**src/rtl/bridge_host_if.sv**
```systemverilog
// Host-side bus, response and UART byte signals of the ASCII bridge.
// slave = bridge_host, master = bus host plus UART endpoints.
interface bridge_host_if;
  logic [15:0] req_addr_i;
  logic [15:0] req_data_i;
  logic        req_rw_i;
  logic        req_valid_i;
  logic        req_ready_o;
  logic [15:0] resp_data_o;
  logic        resp_valid_o;
  logic        resp_err_o;
  logic [7:0]  tx_data_o;
  logic        tx_start_o;
  logic        tx_done_i;
  logic [7:0]  rx_data_i;
  logic        rx_valid_i;

  modport slave (
    input  req_addr_i, req_data_i, req_rw_i, req_valid_i,
    input  tx_done_i, rx_data_i, rx_valid_i,
    output req_ready_o, resp_data_o, resp_valid_o, resp_err_o,
    output tx_data_o, tx_start_o
  );

  modport master (
    output req_addr_i, req_data_i, req_rw_i, req_valid_i,
    output tx_done_i, rx_data_i, rx_valid_i,
    input  req_ready_o, resp_data_o, resp_valid_o, resp_err_o,
    input  tx_data_o, tx_start_o
  );
endinterface

```
**src/rtl/bridge_host.sv**
```systemverilog
// Host end of the ASCII bridge: encodes R/W command frames and
// decodes "D" + 4 hex digit read replies, with a reply timeout.
module bridge_host #(
  parameter int unsigned TIMEOUT_CYCLES = 100000
) (
  input logic         clk,
  input logic         rst_n,
  bridge_host_if.slave bus
);

  localparam int unsigned CW = $clog2(TIMEOUT_CYCLES + 1);

  typedef enum logic [1:0] {
    IDLE, SEND, WAIT_D, DIGITS
  } state_t;

  state_t        state_q, state_d;
  logic [15:0]   addr_q, addr_d;
  logic [15:0]   data_q, data_d;
  logic          rw_q, rw_d;
  logic [3:0]    idx_q, idx_d;
  logic [2:0]    dcnt_q, dcnt_d;
  logic [15:0]   acc_q, acc_d;
  logic [CW-1:0] cnt_q, cnt_d;
  logic          start_q, start_d;
  logic [7:0]    txd_q, txd_d;
  logic          rv_q, rv_d;
  logic          err_q, err_d;
  logic [15:0]   rdata_q, rdata_d;
  logic [4:0]    hv;
  logic          done;

  function automatic logic [7:0] hex_a(input logic [3:0] n);
    return (n < 4'd10) ? (8'h30 + {4'h0, n}) : (8'h37 + {4'h0, n});
  endfunction

  // {valid, value} for an uppercase ASCII hex digit
  function automatic logic [4:0] hex_v(input logic [7:0] c);
    if (c >= 8'h30 && c <= 8'h39) return {1'b1, c[3:0]};
    if (c >= 8'h41 && c <= 8'h46) return {1'b1, c[3:0] + 4'd9};
    return 5'd0;
  endfunction

  function automatic logic [7:0] frame_byte(
    input logic        rw,
    input logic [15:0] a,
    input logic [15:0] d,
    input logic [3:0]  i
  );
    logic [7:0] b;
    case (i)
      4'd0:    b = rw ? 8'h57 : 8'h52;
      4'd1:    b = hex_a(a[15:12]);
      4'd2:    b = hex_a(a[11:8]);
      4'd3:    b = hex_a(a[7:4]);
      4'd4:    b = hex_a(a[3:0]);
      4'd5:    b = rw ? hex_a(d[15:12]) : 8'h0D;
      4'd6:    b = rw ? hex_a(d[11:8]) : 8'h0A;
      4'd7:    b = hex_a(d[7:4]);
      4'd8:    b = hex_a(d[3:0]);
      4'd9:    b = 8'h0D;
      default: b = 8'h0A;
    endcase
    return b;
  endfunction

  assign hv = hex_v(bus.rx_data_i);

  // next-state, frame sequencing, reply parsing and timeout
  always_comb begin
    state_d = state_q;
    addr_d  = addr_q;
    data_d  = data_q;
    rw_d    = rw_q;
    idx_d   = idx_q;
    dcnt_d  = dcnt_q;
    acc_d   = acc_q;
    cnt_d   = cnt_q;
    rv_d    = 1'b0;
    err_d   = err_q;
    rdata_d = rdata_q;
    done    = 1'b0;
    case (state_q)
      IDLE: begin
        if (bus.req_valid_i) begin
          addr_d  = bus.req_addr_i;
          data_d  = bus.req_data_i;
          rw_d    = bus.req_rw_i;
          idx_d   = 4'd0;
          state_d = SEND;
        end
      end
      SEND: begin
        if (bus.tx_done_i) begin
          if (idx_q == (rw_q ? 4'd10 : 4'd6)) begin
            idx_d = 4'd0;
            if (rw_q) begin
              state_d = IDLE;
              rv_d    = 1'b1;
              err_d   = 1'b0;
              rdata_d = 16'h0;
            end else begin
              state_d = WAIT_D;
              cnt_d   = '0;
            end
          end else begin
            idx_d = idx_q + 4'd1;
          end
        end
      end
      WAIT_D, DIGITS: begin
        cnt_d = cnt_q + 1'b1;
        if (bus.rx_valid_i) begin
          if (state_q == WAIT_D) begin
            if (bus.rx_data_i == 8'h44) begin
              state_d = DIGITS;
              dcnt_d  = 3'd0;
              acc_d   = 16'h0;
            end
          end else if (dcnt_q != 3'd4) begin
            if (hv[4]) begin
              acc_d  = {acc_q[11:0], hv[3:0]};
              dcnt_d = dcnt_q + 3'd1;
            end else begin
              state_d = WAIT_D;
              acc_d   = 16'h0;
            end
          end else if (bus.rx_data_i == 8'h0D ||
                       bus.rx_data_i == 8'h0A) begin
            done = 1'b1;
          end else begin
            state_d = WAIT_D;
            acc_d   = 16'h0;
          end
        end
        // a terminator in the expiry cycle still delivers the data
        if (done) begin
          state_d = IDLE;
          rv_d    = 1'b1;
          err_d   = 1'b0;
          rdata_d = acc_q;
        end else if (cnt_q == CW'(TIMEOUT_CYCLES - 1)) begin
          state_d = IDLE;
          rv_d    = 1'b1;
          err_d   = 1'b1;
          rdata_d = 16'h0;
        end
      end
      default: state_d = IDLE;
    endcase
    start_d = (state_d == SEND);
    txd_d   = start_d ? frame_byte(rw_d, addr_d, data_d, idx_d) : 8'h0;
  end

  // state and registered outputs
  always_ff @(posedge clk or negedge rst_n) begin
    if (!rst_n) begin
      state_q <= IDLE;
      addr_q  <= 16'h0;
      data_q  <= 16'h0;
      rw_q    <= 1'b0;
      idx_q   <= 4'd0;
      dcnt_q  <= 3'd0;
      acc_q   <= 16'h0;
      cnt_q   <= '0;
      start_q <= 1'b0;
      txd_q   <= 8'h0;
      rv_q    <= 1'b0;
      err_q   <= 1'b0;
      rdata_q <= 16'h0;
    end else begin
      state_q <= state_d;
      addr_q  <= addr_d;
      data_q  <= data_d;
      rw_q    <= rw_d;
      idx_q   <= idx_d;
      dcnt_q  <= dcnt_d;
      acc_q   <= acc_d;
      cnt_q   <= cnt_d;
      start_q <= start_d;
      txd_q   <= txd_d;
      rv_q    <= rv_d;
      err_q   <= err_d;
      rdata_q <= rdata_d;
    end
  end

  assign bus.req_ready_o  = (state_q == IDLE);
  assign bus.tx_start_o   = start_q;
  assign bus.tx_data_o    = txd_q;
  assign bus.resp_valid_o = rv_q;
  assign bus.resp_err_o   = err_q;
  assign bus.resp_data_o  = rdata_q;

endmodule
```
**src/flat_wrapper.sv**
```systemverilog
// flat-port wrapper written by rule: the top's interface ports become plain ports
module bridge_host_flat 
#(
  parameter int unsigned TIMEOUT_CYCLES = 100000
)
  (clk, rst_n, bus_req_addr_i, bus_req_data_i, bus_req_rw_i, bus_req_valid_i, bus_tx_done_i, bus_rx_data_i, bus_rx_valid_i, bus_req_ready_o, bus_resp_data_o, bus_resp_valid_o, bus_resp_err_o, bus_tx_data_o, bus_tx_start_o);
  bridge_host_if bus_i ();
  input logic clk;
  input logic rst_n;
  input wire logic [$bits(bus_i.req_addr_i)-1:0] bus_req_addr_i;
  input wire logic [$bits(bus_i.req_data_i)-1:0] bus_req_data_i;
  input wire logic [$bits(bus_i.req_rw_i)-1:0] bus_req_rw_i;
  input wire logic [$bits(bus_i.req_valid_i)-1:0] bus_req_valid_i;
  input wire logic [$bits(bus_i.tx_done_i)-1:0] bus_tx_done_i;
  input wire logic [$bits(bus_i.rx_data_i)-1:0] bus_rx_data_i;
  input wire logic [$bits(bus_i.rx_valid_i)-1:0] bus_rx_valid_i;
  output wire logic [$bits(bus_i.req_ready_o)-1:0] bus_req_ready_o;
  output wire logic [$bits(bus_i.resp_data_o)-1:0] bus_resp_data_o;
  output wire logic [$bits(bus_i.resp_valid_o)-1:0] bus_resp_valid_o;
  output wire logic [$bits(bus_i.resp_err_o)-1:0] bus_resp_err_o;
  output wire logic [$bits(bus_i.tx_data_o)-1:0] bus_tx_data_o;
  output wire logic [$bits(bus_i.tx_start_o)-1:0] bus_tx_start_o;
  assign bus_i.req_addr_i = bus_req_addr_i;
  assign bus_i.req_data_i = bus_req_data_i;
  assign bus_i.req_rw_i = bus_req_rw_i;
  assign bus_i.req_valid_i = bus_req_valid_i;
  assign bus_i.tx_done_i = bus_tx_done_i;
  assign bus_i.rx_data_i = bus_rx_data_i;
  assign bus_i.rx_valid_i = bus_rx_valid_i;
  assign bus_req_ready_o = bus_i.req_ready_o;
  assign bus_resp_data_o = bus_i.resp_data_o;
  assign bus_resp_valid_o = bus_i.resp_valid_o;
  assign bus_resp_err_o = bus_i.resp_err_o;
  assign bus_tx_data_o = bus_i.tx_data_o;
  assign bus_tx_start_o = bus_i.tx_start_o;
  bridge_host #(.TIMEOUT_CYCLES(TIMEOUT_CYCLES)) u_core (.clk(clk), .rst_n(rst_n), .bus(bus_i));
endmodule
```
**config.mk**
```make
export PLATFORM = sky130hd
export DESIGN_NAME = bridge_host_flat
export DESIGN_NICKNAME = d
export VERILOG_FILES = /design/src/rtl/bridge_host_if.sv /design/src/rtl/bridge_host.sv /design/src/flat_wrapper.sv
export SDC_FILE = /design/constraint.sdc
export NUM_CORES = 1
export LEC_CHECK = 0
export ABC_CLOCK_PERIOD_IN_PS = 4500
export BUFFER_PORTS_ARGS = -buffer_cell sky130_fd_sc_hd__buf_2
export CAP_MARGIN = 15
export CORE_ASPECT_RATIO = 1.4
export CORE_UTILIZATION = 40
export DETAILED_ROUTE_END_ITERATION = 8
export HOLD_SLACK_MARGIN = 0.08
export PLACE_DENSITY_LB_ADDON = 0.12
export SYNTH_ARGS = -nofsm -noshare
export SYNTH_HDL_FRONTEND = slang
export SYNTH_SLANG_ARGS = --single-unit
```
**constraint.sdc**
```tcl
create_clock -name clk -period 4.5 [get_ports clk]
set_input_delay 0 -clock clk [delete_from_list [all_inputs] [get_ports clk]]
set_output_delay 0 -clock clk [all_outputs]
set_load 0.05 [all_outputs]
```
==> results by group, run 1 <==
Run status
  • Outcome: completed

Worst setup path
  • Crit-path cells: nor3b_4 > buf_4 > mux2i_1 > ha_1 > a221oi_1 > o21ai_0 > a21oi_1 > a31oi_1 > a31oi_1
  • Setup slack, reg-to-reg: 1.16 ns
  • RR Startpoint: u_core.state_q[0]$_DFF_PN0_
  • CP peak stage delay: just under 0.8 ns
  • R2r endpoint: u_core.bus.tx_data_o[1]$_DFF_PN0_
  • Slowest cell on crit path: nor3b_4
  • Path depth of the worst reg2reg path: 9
  • Required time of the critical path: 4.77 ns
  • Setup CP Type: flip-flop to flip-flop
  • Arr. time, crit path: between 3 and 4 ns
  • Crit path launch type: flip-flop
  • Element type at the critical path end: flip-flop
  • Worst-path fanout max: 19
  • Crit-path most repeated cell: a31oi_1

STA
  • RSZ-0062 raised after global routing: no
  • Setup Skew: 0.0110 ns
  • Worst Tran Pin Value: 1.03 ns
  • Slew headroom: 31.5%
  • Final setup fails: 0
  • Minimum clock period: ~3.3 ns
  • Final Hold Fails: 0
  • Achievable Freq: ~300 MHz
  • Setup_tns: 0 ns
  • Slew Viols, Final: 0
  • Period Utilization, post-route: between 70% and 80%

Synthesis
  • Register bit total from synthesis: just over 100
  • Cell variety after synth: 80
  • Post-synthesis sequential area ratio: approximately 43%
  • Async set-reset flop share out of synthesis: 100%
  • Syn Area/Cell: approximately 10 sq um
  • Synth Flop Type: dfrtp_1
  • Syn_nets: 643
  • Syn Inst Count: 581
  • Post-synth EDFFs: 0
  • Post-Syn Area: slightly below 6000 sq um
  • Synth warn: 0

Pwr
  • Peak supply drop: 0.271 mV
  • PwrDens: between 600 and 700 nW/um^2
  • P_leak: ~3.2 nW

Route
  • DR pass1 iterations: 4
  • Via/cell ratio: roughly 5.5
  • WL/cell: 16.7 microns
  • DRC Markers: 0
  • Routed vias: slightly below 5000
  • Iter 0 DRT Violations: approximately 160
  • Post-DRT Antenna Nets: 0
  • Post-Route WL: ~15 mm

CTS
  • # resized after CTS: 0
  • Setup bufs post-CTS: 0
  • Skew-Pair Late Insertion Delay: between 0.3 and 0.4 ns
  • Clock sinks: about 100
  • CTS tree: built
  • Num CTS Buffers: 9
  • Clock buffer depth: 2
  • CTS H-tree lvls: 3
  • Root buffer cell: clkbuf_16
  • CTS clk-pin slew, worst paths: roughly 0.080 ns

Floorplan
  • Die W: between 100 and 150 microns
  • FP Rows: approximately 50
  • Chip height: ~140 microns
  • Die ar.: around 15000 sq um
  • Core Area: ~14000 sq um
  • Ports: 74
  • Initial cell density of the core: 41.3%

Layout
  • Share of cells above drive strength 1: a little under a fifth
  • Commonest non-fill, non-tap cell in the layout: dfrtp_1
  • Filler cells: roughly 1300
  • Most frequent cells in the layout: 101 x dfrtp_1, 71 x buf_2, 57 x nand2_1, 39 x inv_1, 38 x dlygate4sd3_1
  • Final instance area: about 7000 sq um
  • Final layout net count: 746
  • Ant diodes: 0
  • Area grow syn2layout: 19.2%

GRT
  • Largest net degree at the start of global routing: 56
  • Met1 usage: roughly a quarter
  • Total Routing Usage GR: around a fifth
  • Global-route wire length before repair: between 20 and 25 mm
  • M2 GR Usage: a little over a third
  • Grt total ovfl: 0
  • Number of global-route vias before repair: between 4000 and 5000
  • Grt met3 use: under 10%
  • GR peak layer: met2
  • Initial antenna violation count: 0

Min path
  • Hold Crit Start: bus_rx_data_i[1]
  • Hold/Removal Path Class: input pin to flip-flop
  • Hold path depth: 3
  • Worst Hold End: u_core.acc_q[1]$_DFFE_PN0P_

Placement
  • Detail Placement HPWL: 10.8 mm
  • # port buffers: 72
  • Cell Area, Placed: 6280 sq um
  • GPL Wtd Cong: about 0.90

Flow run
  • Maxcap violations: 0
-- worst max-delay path, delay by kind of cell, from the launching register on --
| family | cells | cell delay, ns |
|---|---|---|
| and+or+nand+nor | 1 | 0.77 |
| AOI/OAI and AO/OA | 5 | 0.91 |
| muxes | 1 | 0.27 |
| adders and majority gates | 1 | 0.26 |
| buffers and inverters | 1 | 0.40 |
| DFF | 1 | 0.63 |
-- cells by family after synthesis --
| group | after synthesis | share of synthesized area, % |
|---|---|---|
| flip-flops | 101 | 43.3 |
| buffers and inverters | 65 | 5.82 |
| AO/OA/AOI/OAI | 159 | 20.5 |
| other | 1 | 0.0643 |
| multiplexers | 40 | 7.12 |
| XOR/XNOR | 23 | 3.45 |
| adder cells (fa/ha/maj) | 16 | 3.43 |
| AND/OR/NAND/NOR | 176 | 16.2 |
-- state kept, by name, indices dropped and copies added, names as in the netlist, 2 cells and up --
name / flops
u_core.idx_q: 4
u_core.addr_q: 16
u_core.bus.tx_data_o: 7
u_core.dcnt_q: 3
u_core.cnt_q: 17
u_core.bus.resp_data_o: 16
u_core.state_q: 2
u_core.acc_q: 16
u_core.data_q: 16
-- cell usage after synthesis (6+ instances only) --
library cell,count,area (sq um)
ha_1,16,200
o211ai_1,6,45.0
a31oi_1,12,75.1
nor2_1,33,124
and3_1,9,56.3
nand2_1,57,214
xnor2_1,16,140
a22o_1,36,315
dfrtp_1,101,2530
o21ai_0,23,115
a211oi_1,10,75.1
buf_2,7,35.0
xor2_1,7,61.3
a21oi_1,28,140
or3_1,9,56.3
mux2i_1,31,310
inv_1,39,146
nand3_1,17,85.1
buf_6,9,101
mux2_2,8,90.1
-- report_power, final --
group	leakage [nW]	switching (mW)	internal (mW)
Clock	0.138	0.377	0.390
Combinational	1.76	1.34	0.786
Sequential	1.31	0.226	1.15
-- worst max path at each step --
stage / slack (ns) / startpoint / end / depth (start not counted)
final: 1.16 / u_core.state_q[0]$_DFF_PN0_ / u_core.bus.tx_data_o[1]$_DFF_PN0_ / 9
after CTS: 1.19 / u_core.state_q[0]$_DFF_PN0_ / u_core.bus.tx_data_o[0]$_DFF_PN0_ / 8
after global routing: 0.85 / u_core.state_q[0]$_DFF_PN0_ / u_core.bus.tx_data_o[1]$_DFF_PN0_ / 9
after global placement: 1.27 / u_core.state_q[0]$_DFF_PN0_ / u_core.bus.tx_data_o[0]$_DFF_PN0_ / 8
after floorplan: 1.86 / u_core.state_q[0]$_DFF_PN0_ / u_core.bus.tx_data_o[1]$_DFF_PN0_ / 12
after detailed placement: 1.20 / u_core.state_q[0]$_DFF_PN0_ / u_core.bus.tx_data_o[0]$_DFF_PN0_ / 8
-- layout make-up --
cell class                      instances  area, sq um  share of cell area, %
Multi-Input combinational cell        415         2960                   42.6
Sequential cell                       101         2530                   36.4
Timing Repair Buffer                  115          781                   11.2
Tap cell                              185          231                   3.33
Clock buffer                            9          225                   3.24
Inverter                               42          158                   2.27
Clock inverter                          7         66.3                  0.954
-- routing by layer --
metal  up-vias  routed length (microns)
met3        27                      483
met5         -                        0
li1       2327                        -
met1      2374                     6430
met2       105                     7400
met4         0                      317
-- metrics by stage --
stage / hold slack (ns) / worst slack [ns] / cells / util [%] / total power, mW
3_5_place_dp: 0.0701 / 1.20 / 820 / 44.5 / 3.48
2_1_floorplan: -0.296 / 1.86 / 581 / - / 2.98
5_1_grt: 0.115 / 0.851 / 874 / 49.3 / 4.58
3_3_place_gp: 0.0639 / 1.27 / 820 / 44.5 / 3.45
6_report: 0.0820 / 1.16 / 874 / 49.3 / 4.27
4_1_cts: 0.0890 / 1.19 / 874 / 49.3 / 4.30
-- what timing repair did --
| action | 4_1_cts | 5_1_grt |
|---|---|---|
| hold buffers | 38 | 0 |
| endpoints found under the setup margin | 0 | 0 |
| hold endpoints to repair | 83 | 0 |
(Power assumes the default switching activity.)
==> run 2, diff against run 1 <==
--- a/config.mk
+++ b/config.mk
@@ -5,7 +5,8 @@
 export SDC_FILE = /design/constraint.sdc
 export NUM_CORES = 1
 export LEC_CHECK = 0
-export ABC_CLOCK_PERIOD_IN_PS = 4500
+export ABC_AREA = 1
+export ABC_CLOCK_PERIOD_IN_PS = 2800
 export BUFFER_PORTS_ARGS = -buffer_cell sky130_fd_sc_hd__buf_2
 export CAP_MARGIN = 15
 export CORE_ASPECT_RATIO = 1.4
==> constraint.sdc (replaced) <==
create_clock -name clk -period 2.8 [get_ports clk]
set_input_delay 0 -clock clk [delete_from_list [all_inputs] [get_ports clk]]
set_output_delay 0 -clock clk [all_outputs]
set_load 0.05 [all_outputs]
==> run 2 against run 1 <==
Against the previous run:
- sequential power rose by 62%
- first-iteration DRC count increased by 15%
- fmax rose by 49%
- sequential share of layout area shrank 2.2 points
- count of clock-buffer cells in the layout did not move
- worst hold slack improved by 0.0082 ns
- critical path depth increased by 5
- critical endpoint unchanged
- highest routed layer unchanged
==> results by group, run 2 <==
Run status
  • Outcome: completed

Worst setup path
  • CP bufs+invs: 4 (+3)
  • Delay-heaviest family, CP: simple AND/OR/NAND/NOR gates
  • CP peak stage delay: 0.39 ns (-0.38 ns)
  • RR Startpoint: u_core.state_q[0]$_DFF_PN0_
  • Setup CP Type: flip-flop to flip-flop
  • Crit-path cells: nor2_2 > nand2_4 > buf_12 > nand2_1 > nand2_1 > inv_1 > ha_1 > o21ai_1 > nand3_1 > o21ai_1 > inv_1 > nand3_1 > nand2_1 > inv_1
  • Crit path launch type: flip-flop
  • Required time of the critical path: 3.11 ns (-1.66 ns)
  • Worst-path fanout max: 30 (+11)
  • Arr. time, crit path: 2.55 ns (-1.05 ns)
  • Element type at the critical path end: flip-flop
  • Slowest cell on crit path: dfrtp_1
  • Levels on crit path: 14 (+5)
  • Setup slack, reg-to-reg: 0.55 ns (-0.61 ns)
  • R2r endpoint: u_core.bus.tx_data_o[1]$_DFF_PN0_
  • Path depth of the worst reg2reg path: 14 (+5)

Pwr
  • Sw Ratio: 49.8% (+4.4 points)
  • P_leak: 3.88 nW (+21%)
  • Peak supply drop: 0.504 mV (+86%)
  • Comb power frac: 55.8% (+6.1 points)
  • Cell internal pwr: 3.97 mW (+70%)
  • P_sw: 3.94 mW (+100%)
  • Sequential power share: 28.2% (-4.1 points)
  • Clk pwr share: 16.0% (-1.9 points)
  • PwrDens: 1070 nW/um^2 (+74%)

STA
  • Period Utilization, post-route: 80.2% (+6.1 points)
  • Final Worst Setup Slack: 0.554 ns (-0.610 ns)
  • Setup_tns: 0 ns (unchanged)
  • Minimum clock period: 2.25 ns (-1.09 ns)
  • Final setup fails: 0 (unchanged)
  • Achievable Freq: 445 MHz (+49%)
  • Slew Viols, Final: 0 (unchanged)
  • Final Hold Fails: 0 (unchanged)
  • Worst Tran Pin Value: 0.622 ns (-0.406 ns)
  • Slew headroom: 58.5% (+27 points)
  • RSZ-0062 raised after global routing: no
  • Setup Skew: 0.0104 ns (-0.000640 ns)

CTS
  • CTS clk-pin slew, worst paths: 0.07 ns (about the same)
  • Num CTS Buffers: 9 (unchanged)
  • Skew-Pair Late Insertion Delay: 0.36 ns (about the same)
  • Clock buffer depth: 2 (unchanged)
  • Root buffer cell: clkbuf_16
  • CTS H-tree lvls: 3 (unchanged)
  • CTS tree: built
  • Setup bufs post-CTS: 0 (unchanged)
  • Clock sinks: 101 (unchanged)

Min path
  • Hold/Removal Path Class: input pin to flip-flop
  • Hold Crit Start: bus_req_data_i[14]
  • Hold path depth: 5 (+2)
  • Worst Hold End: u_core.data_q[14]$_DFF_PN0_

Layout
  • Max FFs per register: 17 (unchanged)
  • Area grow syn2layout: 19.3% (about the same)
  • Most frequent cells in the layout: 222 x nand2_1, 126 x inv_1, 101 x dfrtp_1, 97 x nand3_1, 71 x buf_2
  • Ant diodes: 0 (unchanged)
  • Final layout net count: 1021 (+37%)
  • Filler cells: 1521 (+14%)
  • Final non-filler cell total: 1156 (+32%)
  • Largest Register: u_core.cnt_q
  • Commonest non-fill, non-tap cell in the layout: nand2_1
  • Share of cells above drive strength 1: 15.6% (-3.3 points)
  • Util after Layout: 49.1% (-0.18 points)

Synthesis
  • Register bit total from synthesis: 101 (unchanged)
  • Synth Flop Type: dfrtp_1
  • Synth area leaders: dfrtp_1 41%, nand2_1 13%, nand3_1 7.8%
  • Syn Area/Cell: 7.26 sq um (-28%)
  • Post-synthesis sequential area ratio: 40.8% (-2.6 points)
  • Syn Inst Count: 854 (+47%)
  • Cell variety after synth: 39 (-51%)
  • Synth top area share: 40.8% (-2.6 points)
  • Top cell type by total area after synthesis: dfrtp_1
  • Post-Syn Area: 6200 sq um (+6.3%)
  • Most frequent cell after synthesis: nand2_1
  • Async set-reset flop share out of synthesis: 100% (unchanged)
  • Synth warn: 0 (unchanged)
  • Syn_nets: 916 (+42%)
  • Post-synth top cells: 222 x nand2_1, 126 x inv_1, 101 x dfrtp_1
  • Post-synth EDFFs: 0 (unchanged)

GRT
  • Number of global-route vias before repair: 5697 (+17%)
  • Largest net degree at the start of global routing: 56 (unchanged)
  • Global-route wire length before repair: 27.1 mm (+11%)
  • Total Routing Usage GR: 22.0% (+1.5 points)
  • Grt total ovfl: 0 (unchanged)
  • Initial antenna violation count: 0 (unchanged)

Floorplan
  • FP Rows: 53 (+3.9%)
  • Core Area: 15100 sq um (+6.7%)
  • Die W: 107 microns (+3.0%)
  • Initial cell density of the core: 41.2% (-0.17 points)
  • Chip height: 149 microns (+3.1%)
  • Die ar.: 16000 sq um (+6.2%)
  • Ports: 74 (unchanged)

Flow run
  • Maxcap violations: 0 (unchanged)

Placement
  • Place WS: 0.535 ns (-0.663 ns)
  • Inst Count DP: 1105 (+35%)
  • Detail Placement HPWL: 12.2 mm (+13%)
  • GPL Wtd Cong: 0.882 (-2.2%)
  • # port buffers: 72 (unchanged)

Route
  • Routed vias: 5666 (+17%)
  • WL/cell: 14.0 microns (-17%)
  • DR pass1 iterations: 5 (+1)
  • Post-DRT Antenna Nets: 0 (unchanged)
  • Via/cell ratio: 4.90 (-11%)
  • Post-Route WL: 16.1 mm (+10%)
  • Iter 0 DRT Violations: 187 (+15%)
  • DRC Markers: 0 (unchanged)
## run 2: cell count changes after synthesis, moves of 14 or more
cell | before | now
o22ai_1 | 1 | 22
inv_2 | 2 | 16
a22o_1 | 36 | 0
inv_1 | 39 | 126
nor2_1 | 33 | 62
o21ai_0 | 23 | 44
nand3_1 | 17 | 97
mux2i_1 | 31 | 1
nand2_1 | 57 | 222
a21oi_1 | 28 | 12
xnor2_1 | 16 | 0
## run 2: worst register-to-register path, delay by kind of cell, from the launching register on
| kind | cells | cell delay, ns |
|---|---|---|
| compound gates | 2 | 0.36 |
| fa+ha+maj | 1 | 0.21 |
| buf+inv | 4 | 0.43 |
| flops | 1 | 0.39 |
| simple gates | 7 | 0.82 |
## run 2: power by group through the flow
| stage | Clock [mW] | Sequential [mW] | Combinational (mW) |
|---|---|---|---|
| 2_1_floorplan | 0 | 2.39 | 3.23 |
| 3_3_place_gp | 0 | 2.26 | 4.39 |
| 3_5_place_dp | 0 | 2.26 | 4.40 |
| 4_1_cts | 1.29 | 2.23 | 4.45 |
| 5_1_grt | 1.34 | 2.29 | 5.06 |
| 6_report | 1.26 | 2.23 | 4.41 |
## run 2: per-stage QoR
| step | hold WS [ns] | area (sq um) | total power [mW] |
|---|---|---|---|
| after floorplan | -0.296 | 6200 | 5.62 |
| after global placement | 0.00372 | 6750 | 6.65 |
| after detailed placement | 0.00329 | 6750 | 6.66 |
| after CTS | 0.0879 | 7390 | 7.98 |
| after global routing | 0.129 | 7390 | 8.69 |
| final | 0.0902 | 7390 | 7.90 |
## run 2: repair_timing
action | 4_1_cts | 5_1_grt
endpoints found under the hold margin | 124 | 0
resized for setup | 0 | 0
hold buffers | 35 | 0
## run 2: worst max-delay path by stage
stage | endpoint | slack [ns] | startpoint
after floorplan | u_core.bus.tx_data_o[4]$_DFF_PN0_ | 0.64 | u_core.state_q[0]$_DFF_PN0_
after global placement | u_core.bus.tx_data_o[4]$_DFF_PN0_ | 0.54 | u_core.state_q[0]$_DFF_PN0_
after detailed placement | u_core.bus.tx_data_o[5]$_DFF_PN0_ | 0.53 | u_core.state_q[0]$_DFF_PN0_
after CTS | u_core.bus.tx_data_o[1]$_DFF_PN0_ | 0.52 | u_core.state_q[0]$_DFF_PN0_
after global routing | u_core.bus.tx_data_o[5]$_DFF_PN0_ | 0.29 | u_core.state_q[0]$_DFF_PN0_
final | u_core.bus.tx_data_o[1]$_DFF_PN0_ | 0.55 | u_core.state_q[0]$_DFF_PN0_
## run 2: final cells by class
class                   instances  area [sq um]  area share [%]
clock buffers                   9           225            3.05
clock inverters                 7          68.8           0.931
inverters                     143           537            7.26
multi-input cells             584          2960            40.0
flip-flops and latches        101          2530            34.2
well taps                     192           240            3.25
repair buffers                120           836            11.3
## run 2: layer usage
layer | share of wire [%] | GRT usage (%) | up-vias | wire (microns)
met5 | 0 | 0 | - | 0
met4 | 3.2 | 11.2 | 0 | 517
met3 | 2.4 | 2.49 | 30 | 381
met2 | 54 | 41.8 | 104 | 8690
met1 | 41 | 23.6 | 2577 | 6550
li1 | - | - | 2955 | -
## run 2: cell families (layout without fill, tap and decap cells)
logic type	count (synthesis)	count (layout)	share of synthesized area, %
flip-flops	101	101	40.8
multiplexers	1	1	0.161
AND/OR/NAND/NOR	443	443	32.2
AO/OA/AOI/OAI	110	110	10.3
XOR/XNOR	13	13	1.84
other	1	1	0.0605
buffers and inverters	169	279	11.5
adder cells (fa/ha/maj)	16	16	3.23
